===== src/rtl/sakebi_eth_fcs_inserter.sv =====
// rtl/sakebi_eth_fcs_inserter.sv - TX framing stage: pass-through, zero-pad, append FCS from external CRC engine
module sakebi_eth_fcs_inserter #(
    parameter int DATA_WIDTH = 8,
    parameter bit PAD_EN     = 1'b1,
    parameter int MIN_LEN    = 60,
    parameter bit FCS_INVERT = 1'b1
) (
    input  logic                  i_axis_ACLK,
    input  logic                  i_axis_ARESETn,
    input  logic                  i_axis_TVALID,
    input  logic [DATA_WIDTH-1:0] i_axis_TDATA,
    input  logic                  i_axis_TLAST,
    output logic                  o_axis_TREADY,
    output logic                  o_tx_TVALID,
    output logic [DATA_WIDTH-1:0] o_tx_TDATA,
    output logic                  o_tx_TLAST,
    input  logic                  i_tx_TREADY,
    output logic                  o_crc_ARESETn,
    output logic                  o_crc_TVALID,
    output logic [DATA_WIDTH-1:0] o_crc_TDATA,
    input  logic                  i_crc_TVALID,
    input  logic [31:0]           i_crc_TDATA
);

    typedef enum logic [2:0] {
        ST_REARM    = 3'd0,
        ST_IDLE     = 3'd1,
        ST_DATA     = 3'd2,
        ST_PAD      = 3'd3,
        ST_WAIT_CRC = 3'd4,
        ST_FCS      = 3'd5
    } state_t;

    state_t                r_state;
    logic                  r_crc_resetn;
    logic [31:0]           r_fcs;
    logic [15:0]           r_sent;
    logic [15:0]           r_ack;
    logic [2:0]            r_fcs_cnt;
    logic                  r_tx_valid;
    logic [DATA_WIDTH-1:0] r_tx_data;
    logic                  r_tx_last;
    logic                  r_crc_valid;
    logic [DATA_WIDTH-1:0] r_crc_data;

    logic                  w_load_ok;
    logic                  w_accept;
    logic [16:0]           w_sent_inc;
    logic                  w_min_reached;
    logic                  w_pad_load;
    logic                  w_fcs_load;
    logic                  w_strobe;
    logic                  w_ack_live;
    logic                  w_ack_match;
    logic                  w_frame_done;
    logic [DATA_WIDTH-1:0] w_fcs_byte;

    // The output register may take a new byte when it is empty or being drained this cycle
    assign w_load_ok     = !r_tx_valid | i_tx_TREADY;
    assign o_axis_TREADY = (r_state == ST_DATA) & w_load_ok;
    assign w_accept      = i_axis_TVALID & o_axis_TREADY;

    // 17-bit arithmetic so MIN_LEN up to 65535 compares without wrap
    assign w_sent_inc    = {1'b0, r_sent} + 17'd1;
    assign w_min_reached = (w_sent_inc >= 17'(MIN_LEN));

    assign w_pad_load    = (r_state == ST_PAD) & w_load_ok & ({1'b0, r_sent} < 17'(MIN_LEN));
    assign w_fcs_load    = (r_state == ST_FCS) & w_load_ok & (r_fcs_cnt != 3'd4);
    assign w_strobe      = w_accept | w_pad_load;

    // Engine results only count once the engine has been re-armed for this frame
    assign w_ack_live    = (r_state != ST_REARM) & (r_state != ST_IDLE);

    // A pulse arriving now is included, so the final result is taken on the pulse itself;
    // without a pulse the counts must already agree before the held result is trusted
    assign w_ack_match   = i_crc_TVALID ? ((r_ack + 16'd1) == r_sent) : (r_ack == r_sent);

    // The TLAST byte is the only one still held once all four FCS bytes are loaded
    assign w_frame_done  = (r_state == ST_FCS) & (r_fcs_cnt == 3'd4) & r_tx_valid & i_tx_TREADY;

    // FCS goes out least significant byte first
    always_comb begin
        w_fcs_byte = r_fcs[7:0];
        case (r_fcs_cnt[1:0])
            2'd0:    w_fcs_byte = r_fcs[7:0];
            2'd1:    w_fcs_byte = r_fcs[15:8];
            2'd2:    w_fcs_byte = r_fcs[23:16];
            default: w_fcs_byte = r_fcs[31:24];
        endcase
    end

    // Frame sequencing; engine reset is low exactly while the FSM sits in REARM
    always_ff @(posedge i_axis_ACLK or negedge i_axis_ARESETn) begin
        if (!i_axis_ARESETn) begin
            r_state      <= ST_REARM;
            r_crc_resetn <= 1'b0;
            r_fcs        <= '0;
        end else begin
            case (r_state)
                ST_REARM: begin
                    r_state      <= ST_IDLE;
                    r_crc_resetn <= 1'b1;
                end
                ST_IDLE: begin
                    if (i_axis_TVALID) begin
                        r_state <= ST_DATA;
                    end
                end
                ST_DATA: begin
                    if (w_accept && i_axis_TLAST) begin
                        if (!PAD_EN || w_min_reached) begin
                            r_state <= ST_WAIT_CRC;
                        end else begin
                            r_state <= ST_PAD;
                        end
                    end
                end
                ST_PAD: begin
                    if (w_pad_load && w_min_reached) begin
                        r_state <= ST_WAIT_CRC;
                    end
                end
                ST_WAIT_CRC: begin
                    if (w_ack_match) begin
                        r_fcs   <= FCS_INVERT ? ~i_crc_TDATA : i_crc_TDATA;
                        r_state <= ST_FCS;
                    end
                end
                ST_FCS: begin
                    if (w_frame_done) begin
                        r_state      <= ST_REARM;
                        r_crc_resetn <= 1'b0;
                    end
                end
                default: begin
                    r_state      <= ST_REARM;
                    r_crc_resetn <= 1'b0;
                end
            endcase
        end
    end

    // Byte counters: strobes sent, results acknowledged, FCS bytes loaded
    always_ff @(posedge i_axis_ACLK or negedge i_axis_ARESETn) begin
        if (!i_axis_ARESETn) begin
            r_sent    <= '0;
            r_ack     <= '0;
            r_fcs_cnt <= '0;
        end else if (r_state == ST_REARM) begin
            r_sent    <= '0;
            r_ack     <= '0;
            r_fcs_cnt <= '0;
        end else begin
            if (w_strobe) begin
                r_sent <= r_sent + 16'd1;
            end
            if (w_ack_live && i_crc_TVALID) begin
                r_ack <= r_ack + 16'd1;
            end
            if (w_fcs_load) begin
                r_fcs_cnt <= r_fcs_cnt + 3'd1;
            end
        end
    end

    // Single output stage: payload, pad or FCS byte; holds while downstream stalls
    always_ff @(posedge i_axis_ACLK or negedge i_axis_ARESETn) begin
        if (!i_axis_ARESETn) begin
            r_tx_valid <= 1'b0;
            r_tx_data  <= '0;
            r_tx_last  <= 1'b0;
        end else if (w_load_ok) begin
            if (w_accept) begin
                r_tx_valid <= 1'b1;
                r_tx_data  <= i_axis_TDATA;
                r_tx_last  <= 1'b0;
            end else if (w_pad_load) begin
                r_tx_valid <= 1'b1;
                r_tx_data  <= '0;
                r_tx_last  <= 1'b0;
            end else if (w_fcs_load) begin
                r_tx_valid <= 1'b1;
                r_tx_data  <= w_fcs_byte;
                r_tx_last  <= (r_fcs_cnt == 3'd3);
            end else begin
                r_tx_valid <= 1'b0;
            end
        end
    end

    // Mirror each payload/pad byte to the engine in the cycle it enters the output stage
    always_ff @(posedge i_axis_ACLK or negedge i_axis_ARESETn) begin
        if (!i_axis_ARESETn) begin
            r_crc_valid <= 1'b0;
            r_crc_data  <= '0;
        end else begin
            r_crc_valid <= w_strobe;
            if (w_strobe) begin
                r_crc_data <= w_accept ? i_axis_TDATA : '0;
            end
        end
    end

    assign o_tx_TVALID   = r_tx_valid;
    assign o_tx_TDATA    = r_tx_data;
    assign o_tx_TLAST    = r_tx_last;
    assign o_crc_ARESETn = r_crc_resetn;
    assign o_crc_TVALID  = r_crc_valid;
    assign o_crc_TDATA   = r_crc_data;

endmodule


===== config.mk =====
export PLATFORM = sky130hd
export DESIGN_NAME = sakebi_eth_fcs_inserter
export DESIGN_NICKNAME = d
export VERILOG_FILES = /design/src/rtl/sakebi_eth_fcs_inserter.sv
export SDC_FILE = /design/constraint.sdc
export NUM_CORES = 1
export LEC_CHECK = 0
export BUFFER_PORTS_ARGS = -buffer_cell sky130_fd_sc_hd__buf_2
export CAP_MARGIN = 40
export CORE_UTILIZATION = 60
export CTS_BUF_LIST = sky130_fd_sc_hd__clkbuf_2 sky130_fd_sc_hd__clkbuf_4 sky130_fd_sc_hd__clkbuf_8
export CTS_CLUSTER_DIAMETER = 30
export DETAILED_ROUTE_END_ITERATION = 10
export PLACE_DENSITY = 0.8
export RECOVER_POWER = 100
export SYNTH_ARGS = -nofsm -noshare
export SYNTH_HDL_FRONTEND = slang
export SYNTH_SLANG_ARGS = --single-unit

===== constraint.sdc =====
create_clock -name i_axis_ACLK -period 5 [get_ports i_axis_ACLK]
set_input_delay 0 -clock i_axis_ACLK [delete_from_list [all_inputs] [get_ports i_axis_ACLK]]
set_output_delay 0 -clock i_axis_ACLK [all_outputs]
set_load 0.1 [all_outputs]

==> run summary <==
status = complete, but fails checks
violated checks = capacitance limit, slew limit
Worst R2R Start = r_ack[0]$_DFFE_PN0P_
Max Cap Viol = 2
Avg WL per Cell = 18.42 um
final wirelength = 13910 um
DR vias = 4619
most common cell after layout, fill and taps aside = dfrtp_1
crit-path max FO = 32
via-per-instance ratio = 6.118
Met1 Wirelength = 5493 um
CTS tree = done
yosys warns = 0
final hold violation count = 0
CP top delay family = simple AND/OR/NAND/NOR gates
Initial DRC Count = 253
Post-synth ARST share = 100.0%
initial antenna violation count = 0
Synth top area share = 44.61%
TNS Setup = 0 ns
iteration count of the initial detailed-routing pass = 6
setup violators final = 0
Post-synth EDFFs = 0
commonest cells after routing, fill and taps aside = dfrtp_1, nand2_1, o21ai_0
drt drc = 0
P per Cell Area = 297.9 nW/um2
FILL cells = 594
Post-Syn Nets = 610
root buf cell = clkbuf_8
Max Clock Freq = 259.6 MHz
CTS sink count = 90
Slew @ Worst Pin = 1.717 ns
hold buffers post-CTS = 41
Yosys cell types = 51
Arrival @ worst endpoint = 4.11 ns
RSZ-0062 raised after global routing = false
Starting Density = 61.75%
total CTS buffers = 9
share of the yosys chip area belonging to registers = 44.61%
crit path buf inv count = 1
RR Endpoint = r_fcs[27]$_DFFE_PN0P_
Pleak = 2.668 nW
RD Place Congestion = 0.9085
logic depth of the worst setup path including buffers = 9
clock-pin slew on the worst setup and hold paths = 0.09 ns
Clock Path Buffers = 2
Peak VDD IR = 216.8 uV
Area Overhead vs Synth = 17.97%
final net count = 698
Final HPWL DP = 8810 um
average size of a mapped cell = 9.064 um2
# Post-CTS Setup Buffers = 0
Synth area leaders = dfrtp_1, mux2i_1, o21ai_0, nand2_1, inv_1
Critical Path Start Type = flip-flop
Worst setup EP type = flip-flop
Final min period = 3.852 ns
Max Used Layer = met4
die area = 8785 um2
Post-Synthesis Cells = 557
vias in the first global route = 4454
H-Tree Depth = 3
crit share post-route = 77.05%
crit path cell chain = ha_1 -> and2_0 -> nand4_1 -> mux2i_1 -> or3_1 -> or4_1 -> nor4_4 -> clkbuf_2 -> mux2i_1
IO Port Bufs = 66
cell area after synthesis = 5049 um2
n_diodes = 0
core area = 8175 um2
largest net degree at the start of global routing = 61
post_cts resized = 0
master of the slowest instance on the critical path = clkbuf_2
# IOs = 67
Worst slew margin = -14.49%
global route overflow = 0
Routed Antenna Nets = 0
placed insts = 698
CP required = 5.25 ns
#FFs+latches synth = 90
clock skew = 0.01764 ns
area of the multi-input gates = 2460 um2
detailed-routed wire length on met2 = 7053 um
Critical Path End = r_fcs[27]$_DFFE_PN0P_
hold_sp = i_tx_TREADY
post-synth top area cell = dfrtp_1
Rows = 33
layout cell share with drive strength beyond 1 = 10.77%
prevailing post-synth register cell = dfrtp_1
met3 WL = 825 um
critical path class = reg -> reg
max incr delay on CP = 0.86 ns
Reg2Reg Setup Slack = 1.15 ns
die height = 93.73 um
worst reg-to-reg path cell count = 9
first-pass GRT wire length = 21970 um
worst skew pair latency = 0.38 ns
Storage cell area = 2252 um2
CP startpoint = r_ack[0]$_DFFE_PN0P_
Max Slew Vio Count = 32
most used cell, CP = mux2i_1
Hold Crit Class = in -> reg
non-filler cells, final = 755
Chip Width = 93.73 um
total global-route track usage = 32.99%
## metrics by stage
stage                     total power [mW]  instance area [um2]  worst slack, ns  hold slack [ns]  utilization [%]
after floorplan                      1.149                 5049            1.637          -0.2956                -
after global placement               1.251                 5375            1.972         -0.05243            65.75
after detailed placement             1.265                 5401            1.755         -0.04109            66.07
after CTS                            1.780                 6006            1.738          0.01130            73.46
after global routing                 1.852                 5956            1.037          0.04438            72.85
final                                1.774                 5956            1.148          0.01816            72.85
## cells in the mapped netlist (all sizes together), types with 3 or more instances
master,instances
or3,3
xnor2,15
ha,7
o21ai,60
nor4,3
nand2,70
and4,4
clkbuf,27
and2,3
and3,5
inv,44
o31ai,8
nor3,10
nor2b,3
xor2,10
a31oi,5
dfrtp,90
a22o,3
nor2,44
mux2i,46
nand3,19
a222oi,8
or4,3
buf,10
a21oi,14
o41ai,4
nand4,17
## metal layers
| layer | vias to the layer above | GRT usage, % |
|---|---|---|
| met2 | 202 | 58.15 |
| met3 | 45 | 5.016 |
| met5 | - | 0 |
| li1 | 2132 | - |
| met1 | 2240 | 39.24 |
| met4 | 0 | 15.90 |
## how the worst min path moves through the flow
stage                                 endpoint  cells past startpoint
finish                 o_tx_TVALID$_DFFE_PN0N_                      3
global route           o_tx_TVALID$_DFFE_PN0N_                      3
CTS                    o_tx_TVALID$_DFFE_PN0N_                      3
detailed placement  o_crc_TDATA[5]$_DFFE_PN0P_                      1
global placement    o_crc_TDATA[3]$_DFFE_PN0P_                      1
floorplan            o_crc_ARESETn$_DFFE_PN0P_                      0
## logic make-up after synthesis
| kind of cell | Yosys count | synth area share (%) |
|---|---|---|
| fa+ha+maj | 7 | 1.735 |
| mux | 46 | 9.120 |
| xor+xnor | 25 | 4.337 |
| flops | 90 | 44.61 |
| simple gates | 189 | 18.76 |
| compound gates | 119 | 14.85 |
| buf+inv | 81 | 6.592 |
## area by class of cell
type                            instances  area share (%)
Clock buffer                           10           2.311
Sequential cell                        90           37.82
Inverter                               44           2.773
Timing Repair Buffer                  114           12.65
Tap cell                              105           2.206
Multi-Input combinational cell        386           41.30
Clock inverter                          6          0.9454
## worst min-delay path: stages
cell      delay, ns
buf_2          0.08
nand2b_1       0.18
nand3_1        0.08
## power by group
group          internal, mW  switching, mW  total (mW)
Combinational         0.125          0.312       0.437
Clock                 0.206          0.292       0.498
Sequential            0.768         0.0710       0.839
## flip-flops by register name, summed over array words and instances, names as in the netlist
name           count
o_crc_ARESETn      1
o_crc_TDATA        8
o_crc_TVALID       1
o_tx_TDATA         8
o_tx_TLAST         1
o_tx_TVALID        1
r_ack             16
r_fcs             32
r_fcs_cnt          3
r_sent            16
r_state            3
No activity file was read; power rests on OpenSTA's default activity.
